### src/rtl/ppu_pkg.sv
// Shared PPU definitions: fetch-state encoding, attribute-row constant and
// address packing helpers for the nametable RAM and the CHR ROM.
package ppu_pkg;

    typedef enum logic [2:0] {
        FS_IDLE = 3'd0,
        FS_NT   = 3'd1,
        FS_AT   = 3'd2,
        FS_PLO  = 3'd3,
        FS_PHI  = 3'd4,
        FS_CAP  = 3'd5,
        FS_EMIT = 3'd6
    } fetch_state_e;

    localparam logic [3:0] ATTR_ROW = 4'hF;

    localparam int CHR_TBL_W   = 1;
    localparam int CHR_IDX_W   = 8;
    localparam int CHR_PLANE_W = 1;
    localparam int CHR_FINE_W  = 3;
    localparam int CHR_ADDR_W  = CHR_TBL_W + CHR_IDX_W + CHR_PLANE_W + CHR_FINE_W;

    function automatic logic [10:0] nt_address(input logic nt_h, input logic [4:0] cy,
                                               input logic [4:0] cx);
        return {nt_h, cy, cx};
    endfunction

    // Each attribute byte covers a 4x4 tile block, hence the dropped low bits.
    function automatic logic [10:0] at_address(input logic nt_h, input logic [4:0] cy,
                                               input logic [4:0] cx);
        return {nt_h, ATTR_ROW, cy[4:2], cx[4:2]};
    endfunction

    function automatic logic [CHR_ADDR_W-1:0] chr_address(input logic tbl,
                                                          input logic [CHR_IDX_W-1:0] idx,
                                                          input logic plane,
                                                          input logic [CHR_FINE_W-1:0] fy);
        return {tbl, idx, plane, fy};
    endfunction

endpackage

### src/rtl/ppu_bg_fetcher_if.sv
// Tile record stream from the background fetcher to the background shifter.
interface ppu_bg_fetcher_if;
    logic       tile_valid;
    logic       tile_ready;
    logic [7:0] tile_pat_lo;
    logic [7:0] tile_pat_hi;
    logic [1:0] tile_attr;

    modport master (output tile_valid, output tile_pat_lo, output tile_pat_hi,
                    output tile_attr, input tile_ready);
    modport slave  (input tile_valid, input tile_pat_lo, input tile_pat_hi,
                    input tile_attr, output tile_ready);
endinterface

### src/rtl/ppu_attr_select.sv
// Extracts the 2-bit palette for one 2x2-tile quadrant of an attribute byte.
module ppu_attr_select (
    input  logic [7:0] attr_byte,
    input  logic       quad_y,
    input  logic       quad_x,
    output logic [1:0] attr
);

    // Quadrant mux: bottom-right in the top bits, top-left in the low bits
    always_comb begin
        attr = 2'b00;
        case ({quad_y, quad_x})
            2'b00:   attr = attr_byte[1:0];
            2'b01:   attr = attr_byte[3:2];
            2'b10:   attr = attr_byte[5:4];
            2'b11:   attr = attr_byte[7:6];
            default: attr = 2'b00;
        endcase
    end

endmodule

### src/rtl/ppu_bg_fetcher.sv
// Background tile fetch engine: per tile reads nametable and attribute bytes,
// then both CHR pattern planes, and hands the record downstream.
module ppu_bg_fetcher
    import ppu_pkg::*;
#(
    parameter int TILES_PER_LINE = 34
) (
    input  logic                  clk,
    input  logic                  rst_n,
    input  logic                  line_start,
    input  logic [4:0]            coarse_x,
    input  logic [4:0]            coarse_y,
    input  logic [2:0]            fine_y,
    input  logic                  nt_sel,
    input  logic                  pt_sel,
    output logic                  vram_ena,
    output logic [10:0]           vram_addr,
    input  logic [7:0]            vram_data,
    output logic                  chr_ena,
    output logic [CHR_ADDR_W-1:0] chr_addr,
    input  logic [7:0]            chr_data,
    ppu_bg_fetcher_if.master      tile,
    output logic                  busy,
    output logic                  line_done
);

    localparam logic [5:0] LAST_TILE = 6'(TILES_PER_LINE - 1);

    fetch_state_e          state_r;
    logic [4:0]            cx_r;
    logic [4:0]            cy_r;
    logic [2:0]            fy_r;
    logic                  nt_h_r;
    logic                  pt_r;
    logic [5:0]            count_r;
    logic [7:0]            tile_idx_r;
    logic [1:0]            attr_q_r;
    logic [7:0]            lo_q_r;
    logic                  vram_ena_r;
    logic [10:0]           vram_addr_r;
    logic                  chr_ena_r;
    logic [CHR_ADDR_W-1:0] chr_addr_r;
    logic                  tile_valid_r;
    logic [7:0]            tile_pat_lo_r;
    logic [7:0]            tile_pat_hi_r;
    logic [1:0]            tile_attr_r;
    logic                  busy_r;
    logic                  line_done_r;

    logic [1:0]            attr_s;
    logic [4:0]            cx_next_s;
    logic                  nt_h_next_s;

    ppu_attr_select u_attr_select (
        .attr_byte (vram_data),
        .quad_y    (cy_r[1]),
        .quad_x    (cx_r[1]),
        .attr      (attr_s)
    );

    // Next column and nametable after the current tile is accepted
    always_comb begin
        cx_next_s   = cx_r + 5'd1;
        nt_h_next_s = nt_h_r;
        if (cx_r == 5'd31) begin
            nt_h_next_s = ~nt_h_r;
        end else begin
            nt_h_next_s = nt_h_r;
        end
    end

    // Fetch sequencer; memory strobes and addresses are registered from the next state
    always_ff @(posedge clk or negedge rst_n) begin
        if (!rst_n) begin
            state_r       <= FS_IDLE;
            cx_r          <= 5'd0;
            cy_r          <= 5'd0;
            fy_r          <= 3'd0;
            nt_h_r        <= 1'b0;
            pt_r          <= 1'b0;
            count_r       <= 6'd0;
            tile_idx_r    <= 8'd0;
            attr_q_r      <= 2'd0;
            lo_q_r        <= 8'd0;
            vram_ena_r    <= 1'b0;
            vram_addr_r   <= 11'd0;
            chr_ena_r     <= 1'b0;
            chr_addr_r    <= '0;
            tile_valid_r  <= 1'b0;
            tile_pat_lo_r <= 8'd0;
            tile_pat_hi_r <= 8'd0;
            tile_attr_r   <= 2'd0;
            busy_r        <= 1'b0;
            line_done_r   <= 1'b0;
        end else begin
            vram_ena_r  <= 1'b0;
            vram_addr_r <= 11'd0;
            chr_ena_r   <= 1'b0;
            chr_addr_r  <= '0;
            line_done_r <= 1'b0;
            case (state_r)
                FS_IDLE: begin
                    if (line_start) begin
                        cx_r        <= coarse_x;
                        cy_r        <= coarse_y;
                        fy_r        <= fine_y;
                        nt_h_r      <= nt_sel;
                        pt_r        <= pt_sel;
                        count_r     <= 6'd0;
                        busy_r      <= 1'b1;
                        vram_ena_r  <= 1'b1;
                        vram_addr_r <= nt_address(nt_sel, coarse_y, coarse_x);
                        state_r     <= FS_NT;
                    end
                end
                FS_NT: begin
                    vram_ena_r  <= 1'b1;
                    vram_addr_r <= at_address(nt_h_r, cy_r, cx_r);
                    state_r     <= FS_AT;
                end
                FS_AT: begin
                    tile_idx_r <= vram_data;
                    chr_ena_r  <= 1'b1;
                    chr_addr_r <= chr_address(pt_r, vram_data, 1'b0, fy_r);
                    state_r    <= FS_PLO;
                end
                FS_PLO: begin
                    attr_q_r   <= attr_s;
                    chr_ena_r  <= 1'b1;
                    chr_addr_r <= chr_address(pt_r, tile_idx_r, 1'b1, fy_r);
                    state_r    <= FS_PHI;
                end
                FS_PHI: begin
                    lo_q_r  <= chr_data;
                    state_r <= FS_CAP;
                end
                FS_CAP: begin
                    tile_pat_lo_r <= lo_q_r;
                    tile_pat_hi_r <= chr_data;
                    tile_attr_r   <= attr_q_r;
                    tile_valid_r  <= 1'b1;
                    state_r       <= FS_EMIT;
                end
                FS_EMIT: begin
                    if (tile_valid_r && tile.tile_ready) begin
                        tile_valid_r <= 1'b0;
                        cx_r         <= cx_next_s;
                        nt_h_r       <= nt_h_next_s;
                        count_r      <= count_r + 6'd1;
                        if (count_r == LAST_TILE) begin
                            busy_r      <= 1'b0;
                            line_done_r <= 1'b1;
                            state_r     <= FS_IDLE;
                        end else begin
                            vram_ena_r  <= 1'b1;
                            vram_addr_r <= nt_address(nt_h_next_s, cy_r, cx_next_s);
                            state_r     <= FS_NT;
                        end
                    end
                end
                default: begin
                    tile_valid_r <= 1'b0;
                    busy_r       <= 1'b0;
                    state_r      <= FS_IDLE;
                end
            endcase
        end
    end

    assign vram_ena         = vram_ena_r;
    assign vram_addr        = vram_addr_r;
    assign chr_ena          = chr_ena_r;
    assign chr_addr         = chr_addr_r;
    assign tile.tile_valid  = tile_valid_r;
    assign tile.tile_pat_lo = tile_pat_lo_r;
    assign tile.tile_pat_hi = tile_pat_hi_r;
    assign tile.tile_attr   = tile_attr_r;
    assign busy             = busy_r;
    assign line_done        = line_done_r;

endmodule

### src/flat_wrapper.sv
// flat-port wrapper written by rule: the top's interface ports become plain ports
module ppu_bg_fetcher_flat import ppu_pkg::*;
#(
    parameter int TILES_PER_LINE = 34
)
  (clk, rst_n, line_start, coarse_x, coarse_y, fine_y, nt_sel, pt_sel, vram_ena, vram_addr, vram_data, chr_ena, chr_addr, chr_data, busy, line_done, tile_tile_valid, tile_tile_pat_lo, tile_tile_pat_hi, tile_tile_attr, tile_tile_ready);
  ppu_bg_fetcher_if tile_i ();
  input  logic clk;
  input  logic rst_n;
  input  logic line_start;
  input  logic [4:0] coarse_x;
  input  logic [4:0] coarse_y;
  input  logic [2:0] fine_y;
  input  logic nt_sel;
  input  logic pt_sel;
  output logic vram_ena;
  output logic [10:0] vram_addr;
  input  logic [7:0] vram_data;
  output logic chr_ena;
  output logic [CHR_ADDR_W-1:0] chr_addr;
  input  logic [7:0] chr_data;
  output logic busy;
  output logic line_done;
  output wire logic [$bits(tile_i.tile_valid)-1:0] tile_tile_valid;
  output wire logic [$bits(tile_i.tile_pat_lo)-1:0] tile_tile_pat_lo;
  output wire logic [$bits(tile_i.tile_pat_hi)-1:0] tile_tile_pat_hi;
  output wire logic [$bits(tile_i.tile_attr)-1:0] tile_tile_attr;
  input wire logic [$bits(tile_i.tile_ready)-1:0] tile_tile_ready;
  assign tile_tile_valid = tile_i.tile_valid;
  assign tile_tile_pat_lo = tile_i.tile_pat_lo;
  assign tile_tile_pat_hi = tile_i.tile_pat_hi;
  assign tile_tile_attr = tile_i.tile_attr;
  assign tile_i.tile_ready = tile_tile_ready;
  ppu_bg_fetcher #(.TILES_PER_LINE(TILES_PER_LINE)) u_core (.clk(clk), .rst_n(rst_n), .line_start(line_start), .coarse_x(coarse_x), .coarse_y(coarse_y), .fine_y(fine_y), .nt_sel(nt_sel), .pt_sel(pt_sel), .vram_ena(vram_ena), .vram_addr(vram_addr), .vram_data(vram_data), .chr_ena(chr_ena), .chr_addr(chr_addr), .chr_data(chr_data), .tile(tile_i), .busy(busy), .line_done(line_done));
endmodule
### config.mk
export PLATFORM = sky130hd
export DESIGN_NAME = ppu_bg_fetcher_flat
export DESIGN_NICKNAME = d
export VERILOG_FILES = /design/src/rtl/ppu_pkg.sv /design/src/rtl/ppu_bg_fetcher_if.sv /design/src/rtl/ppu_attr_select.sv /design/src/rtl/ppu_bg_fetcher.sv /design/src/flat_wrapper.sv
export SDC_FILE = /design/constraint.sdc
export NUM_CORES = 1
export LEC_CHECK = 0
export ABC_AREA = 1
export ABC_CLOCK_PERIOD_IN_PS = 1550
export BUFFER_PORTS_ARGS = -buffer_cell sky130_fd_sc_hd__buf_2
export CAP_MARGIN = 20
export CORE_MARGIN = 3
export CORE_UTILIZATION = 27
export DETAILED_ROUTE_END_ITERATION = 10
export PLACE_DENSITY = 0.47
export REMOVE_ABC_BUFFERS = 1
export SETUP_SLACK_MARGIN = 0.2
export SLEW_MARGIN = 0
export SYNTH_ARGS = -nofsm -noshare
export SYNTH_HDL_FRONTEND = slang
export SYNTH_SLANG_ARGS = --single-unit
### constraint.sdc
create_clock -name clk -period 1.55 [get_ports clk]
set_input_delay 0.0775 -clock clk [delete_from_list [all_inputs] [get_ports clk]]
set_output_delay 0.0775 -clock clk [all_outputs]
set_load 0.03 [all_outputs]
# --- After elaboration in Yosys (flattened, before gate mapping) ---
# Index checks and enable logic that the tools add are counted.
totals:
  out_inout_bits: 47
  in_bits: 35
  ff_bits: 89
classes:
  eq_ne: 14
  n_bitwise: 3
  muxes: 34
  n_reduce_logical: 12
  n_addsub: 2
op_table:
  columns: ["operator", "n"]
  rows:
  - ["two-way mux 11 bit", 3]
  - ["one-hot mux 11 bit (3 select lines)", 1]
  - ["one-hot mux 13 bit (2 select lines)", 1]
  - ["one-hot mux 3 bit (7 select lines)", 1]
  - ["two-way mux 1 bit", 15]
  - ["two-way mux 6 bit", 2]
  - ["one-hot mux 6 bit (2 select lines)", 1]
  - ["two-way mux 5 bit", 2]
  - ["one-hot mux 5 bit (2 select lines)", 1]
  - ["OR reduction 5 bit", 2]
  - ["equality test 3 bit (second input constant)", 3]
  - ["one-hot mux 1 bit (3 select lines)", 3]
  - ["one-hot mux 2 bit (4 select lines)", 1]
  - ["adder 6 x 1 -> 6 bit (second input constant)", 1]
  - ["equality test 3 x 2 -> 1 bit (second input constant)", 2]
  - ["equality test 6 bit (second input constant)", 1]
  - ["two-way mux 3 bit", 2]
  - ["AND reduction 2 bit", 3]
  - ["adder 5 x 1 -> 5 bit (second input constant)", 1]
  - ["equality test 5 bit (second input constant)", 1]
  - ["equality test 2 bit (second input constant)", 2]
  - ["!= test 2 x 1 -> 1 bit (second input constant)", 2]
  - ["AND reduction 4 bit", 1]
  - ["equality test 3 x 1 -> 1 bit (second input constant)", 1]
  - ["other kinds (10)", 12]

# --- Logic depth before layout (Yosys ltp) ---
logic_depth:
  word_depth: 5
  depth_mapped: 10

# --- Hierarchy ---
# Synthesis repeated with hierarchy kept, for this count alone.
hier_totals:
  hier_cells: 387
  area_unflattened_um2: 3646.0
by_module_without_submodules:
  columns: ["mod", "instances", "cells_each", "area_per_inst_um2"]
  rows:
  - ["ppu_bg_fetcher", 1, 374, 3584.7]
  - ["ppu_attr_select", 1, 13, 61.3]

# --- Worst setup path before layout ---
# OpenSTA, ideal clock, no wires.
synth_path:
  kind: "reg2reg"
  startpoint: "register u_core.cx_r[1]"
  endpoint: "register u_core.nt_h_r"
  slack_ns: 0.168
  setup_time_ns: 0.116
  arrival_ns: 1.265
  synth_period_minus_slack_ns: 1.382
  stages_incl_launch_ff: 10
  path_cell_list: "dfrtp_1 -> ha_1 -> nand2_1 -> nor2_1 -> ha_1 -> xor2_1 -> nand2_1 -> nand2_1 -> nand2_1 -> nand2_1"
synth_via:
  elab_chain_cells: 4
synth_rtl:
  columns: ["item", "line_no", "rtl"]
  rows:
  - ["from (decl)", "ppu_bg_fetcher.sv:30", "logic [4:0] cx_r;"]
  - ["from (signal assigned)", "ppu_bg_fetcher.sv:104", "cx_r <= coarse_x;"]
  - ["from (signal assigned)", "ppu_bg_fetcher.sv:147", "cx_r <= cx_next_s;"]
  - ["equality test 5 bit", "ppu_bg_fetcher.sv:65", "if (cx_r == 5'd31) begin"]
  - ["two-way mux 1 bit", "ppu_bg_fetcher.sv:65", null]
  - ["two-way mux 1 bit", "ppu_bg_fetcher.sv:145", "if (tile_valid_r && tile.tile_ready) begin"]
  - ["one-hot mux 1 bit (2 select lines)", "ppu_bg_fetcher.sv:101", "case (state_r)"]
  - ["to (signal assigned)", "ppu_bg_fetcher.sv:107", "nt_h_r <= nt_sel;"]
  - ["to (signal assigned)", "ppu_bg_fetcher.sv:148", "nt_h_r <= nt_h_next_s;"]
  - ["to (decl)", "ppu_bg_fetcher.sv:33", "logic nt_h_r;"]
# Every way passes these cells. The select of a mux whose other input is x is not followed.
# A chain may end at the register's enable or synchronous reset.

# --- Worst setup path after layout ---
# Ends and elaborated chain as after synthesis.

==> parameters.txt <==
Parameter                              Value

Worst setup path
  Cell with the most instances on the worst path ... nand2_1
  Setup Crit Path Kind ... reg2reg
  Critical path launch point type ... flop
  Kind of end point of the critical path ... flop
  Master of the slowest instance on the critical path ... dfrtp_1
  CP required ... 1.79 ns
  Critical path arrival ... 1.57 ns
  Crit-path max cell delay ... 0.39 ns
  Critical Path, Cell by Cell ... ha_2 -> nand2_2 -> nor2_4 -> ha_4 -> xor2_2 -> nand2_1 -> nand2_1 -> nand2_1 -> nand2_1
  Worst Path Max Fanout ... 2
  Cell type group with the largest total delay on the critical path ... flip-flops
  Critical path buffers and inverters ... 0

GRT
  Number of antenna violations at the first check in global routing ... 0
  Vias in the first global route ... 2865
  Pin count of the biggest net entering global routing ... 35
  Total overflow reported by the global router ... 0
  Global router's overall resource usage ... 12.50%
  Wire length of the first global-routing pass ... 14410 um

Synthesis
  Share of the synthesized area in compound gates (AO/OA/AOI/OAI) ... 7.431%
  Most common flop cell mapped by yosys ... dfrtp_1
  Number of enable-type register cells in the synthesized netlist ... 0
  Count of unique library cells instantiated by Yosys ... 27
  Synth Area in XOR/XNOR ... 0.4751%
  Async set-or-reset flop fraction in the synthesized netlist ... 100.0%
  Area of the mapped netlist ... 3687 um^2
  Mean area per synthesized cell ... 9.382 um^2
  Multiplexer share of the synthesized area ... 2.443%
  Part of the Yosys area used for sequential elements ... 60.40%
  Fraction of the mapped netlist area in adder cells ... 1.357%
  Simple-gate share of the synthesized area ... 20.56%
  Cell count after synthesis ... 393
  Ys Warns ... 0
  #FFs+latches synth ... 89
  Largest family of logic cells by synthesized area ... simple AND/OR/NAND/NOR gates

Timing
  RSZ-0062 raised after global routing ... true
  Final period util ... 86.05%
  Pins Over Slew Limit ... 0
  Rel. slew slack ... 72.10%
  Setup violators final ... 0
  Transition time of the tightest slew-check pin ... 0.4185 ns
  Maximum clock frequency ... 0.7497 GHz
  Hold WS ... 0.008314 ns
  Final hold vios ... 0
  Setup clock skew after layout ... 0.005503 ns
  Minimum clock period ... 1.334 ns

Drt
  Highest metal used ... met4
  Met2 Routed Length ... 4310 um
  Remaining DRCs ... 0
  Number of iterations in the first detailed-routing pass ... 4
  M1 wire length ... 4173 um
  Wire per inst ... 12.83 um
  Starting DRC count in detailed routing ... 166
  Average vias per placed instance ... 4.224
  Via count ... 3003
  Total length of routed met3 wires ... 522 um
  Count of nets left with antenna violations after detail routing ... 0
  Final Routed Wirelength ... 9120 um

Clock tree
  Clock Pin Slew Worst Setup and Hold Paths ... 0.06 ns
  Clock Sinks ... 89
  H-tree level count ... 3
  Worst-Skew Late Latency ... 0.34 ns
  Root buffer cell ... clkbuf_16
  CTS tree ... done
  Clock buffers created by TritonCTS ... 9
  Number of buffers on the longest clock path ... 2

Floorplanning
  Area of the die ... 15090 um^2
  I/O Pins ... 82
  Core ar. ... 13300 um^2
  Starting density of the core ... 27.73%
  Horizontal die dimension ... 122.9 um
  Standard-cell rows ... 42
  Vert. Die Dim ... 122.9 um

Place
  Dpl hpwl ... 6271 um
  Placed insts ... 654
  Routability congestion estimate ... 0.7372
  IO buf count ... 81

Power and ir drop
  Leakage dissipation ... 2.694 nW
  Peak ir drop on the vdd network ... 0.5881 mV
  Pwr Density ... 2022 nW/um^2

Finish
  Signed area change from the synthesized netlist to the final layout ... 40.48%
  Count of nets after finishing ... 569
  Ant diodes ... 0
  Filler instances ... 1337
  Layout Cells excl Fill ... 711
  Fraction of layout instances using a drive strength above 1 ... 31.59%

Hold path
  Path class of the lowest-slack min-delay path ... in2reg

Job
  Number of max-cap violations ... 0

Status
  Result of the run ... completed
-- what timing repair did --
item | in CTS | in global routing
setup endpoints to repair | 22 | 40
hold buffers | 23 | 0
buffers inserted | 4 | 11
resized for setup | 6 | 28
gates cloned | 0 | 3
pin swaps | 1 | 22
endpoints found under the hold margin | 60 | 0
-- layer usage --
layer / vias to the layer above / global-route usage (%)
li1: 1517 / -
met2: 68 / 19.64
met3: 9 / 4.194
met5: - / 0
met1: 1409 / 16.29
met4: 0 / 3.989
-- kinds of logic (layout without fill, tap and decap cells) --
group                    after synthesis  in the layout
AND/OR/NAND/NOR                      177            179
flip-flops                            89             89
buffers and inverters                 59            199
AO/OA/AOI/OAI                         54             54
multiplexers                           8              8
adder cells (fa/ha/maj)                4              4
XOR/XNOR                               2              2
-- metrics by stage --
stage	util [%]	total power, mW	setup TNS (ns)	area [um^2]	setup slack (ns)
after global placement	33.22	7.890	0	4417	0.01879
final	38.96	10.47	0	5180	0.2162
after floorplan	-	6.424	-1.118	3593	-0.1740
after detailed placement	33.22	7.941	-0.03272	4417	-0.01312
after CTS	37.52	10.31	0	4989	0.1733
after global routing	38.96	11.24	0	5180	0.1116
-- cells in the final DEF (no fill, tap or decap), types with 2 or more instances in the layout --
| cell | netlist | routed |
|---|---|---|
| buf_12 | 0 | 6 |
| buf_6 | 5 | 2 |
| nand2_1 | 111 | 107 |
| buf_4 | 2 | 24 |
| dfrtp_2 | 0 | 3 |
| nand3_1 | 31 | 30 |
| clkinv_2 | 0 | 2 |
| nand4_1 | 3 | 3 |
| dfrtp_1 | 89 | 86 |
| nand2_4 | 1 | 2 |
| o21ai_0 | 42 | 39 |
| nand2_2 | 3 | 7 |
| nor2_4 | 0 | 6 |
| dlygate4sd3_1 | 0 | 23 |
| buf_2 | 3 | 81 |
| mux2_2 | 7 | 7 |
| a21oi_1 | 6 | 6 |
| nor2_2 | 4 | 2 |
| clkbuf_16 | 0 | 9 |
| inv_1 | 45 | 40 |
| nor2_1 | 20 | 17 |
| ha_2 | 0 | 2 |
| o21ai_1 | 4 | 7 |
| clkinvlp_4 | 0 | 3 |
| inv_2 | 2 | 6 |
-- worst reg2reg max path, cell delays in order, from the launching register on --
cell	delay, ns
dfrtp_1	0.39
ha_2	0.21
nand2_2	0.08
nor2_4	0.04
ha_4	0.16
xor2_2	0.14
nand2_1	0.07
nand2_1	0.05
nand2_1	0.05
nand2_1	0.05
-- power by group --
| part | switching (mW) | total, mW | internal [mW] |
|---|---|---|---|
| Combinational | 2.81 | 4.43 | 1.62 |
| Clock | 0.909 | 2.20 | 1.29 |
| Sequential | 0.519 | 3.85 | 3.33 |
| Total | 4.23 | 10.5 | 6.24 |
-- final timing paths --
check / from / endpoint / slack [ns] / cells past startpoint
max in group asynchronous: rst_n / u_core.vram_addr[4] / 0.82 / 3
max: u_core.cx_r[1] / u_core.nt_h_r / 0.22 / 9
min reg2reg: u_core.lo_q_r[6] / u_core.lo_q_r[6] / 0.48 / 2
max reg2reg: u_core.cx_r[1] / u_core.nt_h_r / 0.22 / 9
min: coarse_x[3] / u_core.vram_addr[3] / 0.008 / 3
min in group asynchronous: rst_n / u_core.chr_addr[5] / 0.21 / 2
-- registers in the layout, indices dropped and copies added (netlist names), 3 cells and up --
signal	count
u_core.chr_addr	13
u_core.count_r	6
u_core.cx_r	5
u_core.cy_r	5
u_core.fy_r	3
u_core.lo_q_r	8
u_core.state_r	3
u_core.tile.tile_pat_hi	8
u_core.tile.tile_pat_lo	8
u_core.tile_idx_r	8
u_core.vram_addr	11
-- area by class of cell --
class	count	area (um^2)	share of cell area, %
Clock inverter	5	55.05	1.063
Tap cell	176	220.2	4.251
Inverter	47	180.2	3.478
Sequential cell	89	2231	43.07
Timing Repair Buffer	136	958.4	18.50
Clock buffer	11	242.7	4.686
Multi-Input combinational cell	247	1292	24.95
-- Yosys cell counts (4+ instances only) --
library cell	number	area share (%)
nor2_1	20	2.0
o21ai_1	4	0.54
buf_6	5	1.5
mux2_2	7	2.1
dfrtp_1	89	60
inv_1	45	4.6
a21oi_1	6	0.81
o21ai_0	42	5.7
ha_1	4	1.4
nand3_1	31	4.2
nand2_1	111	11
nor2_2	4	0.68
Power figures use the tool's default switching activity.
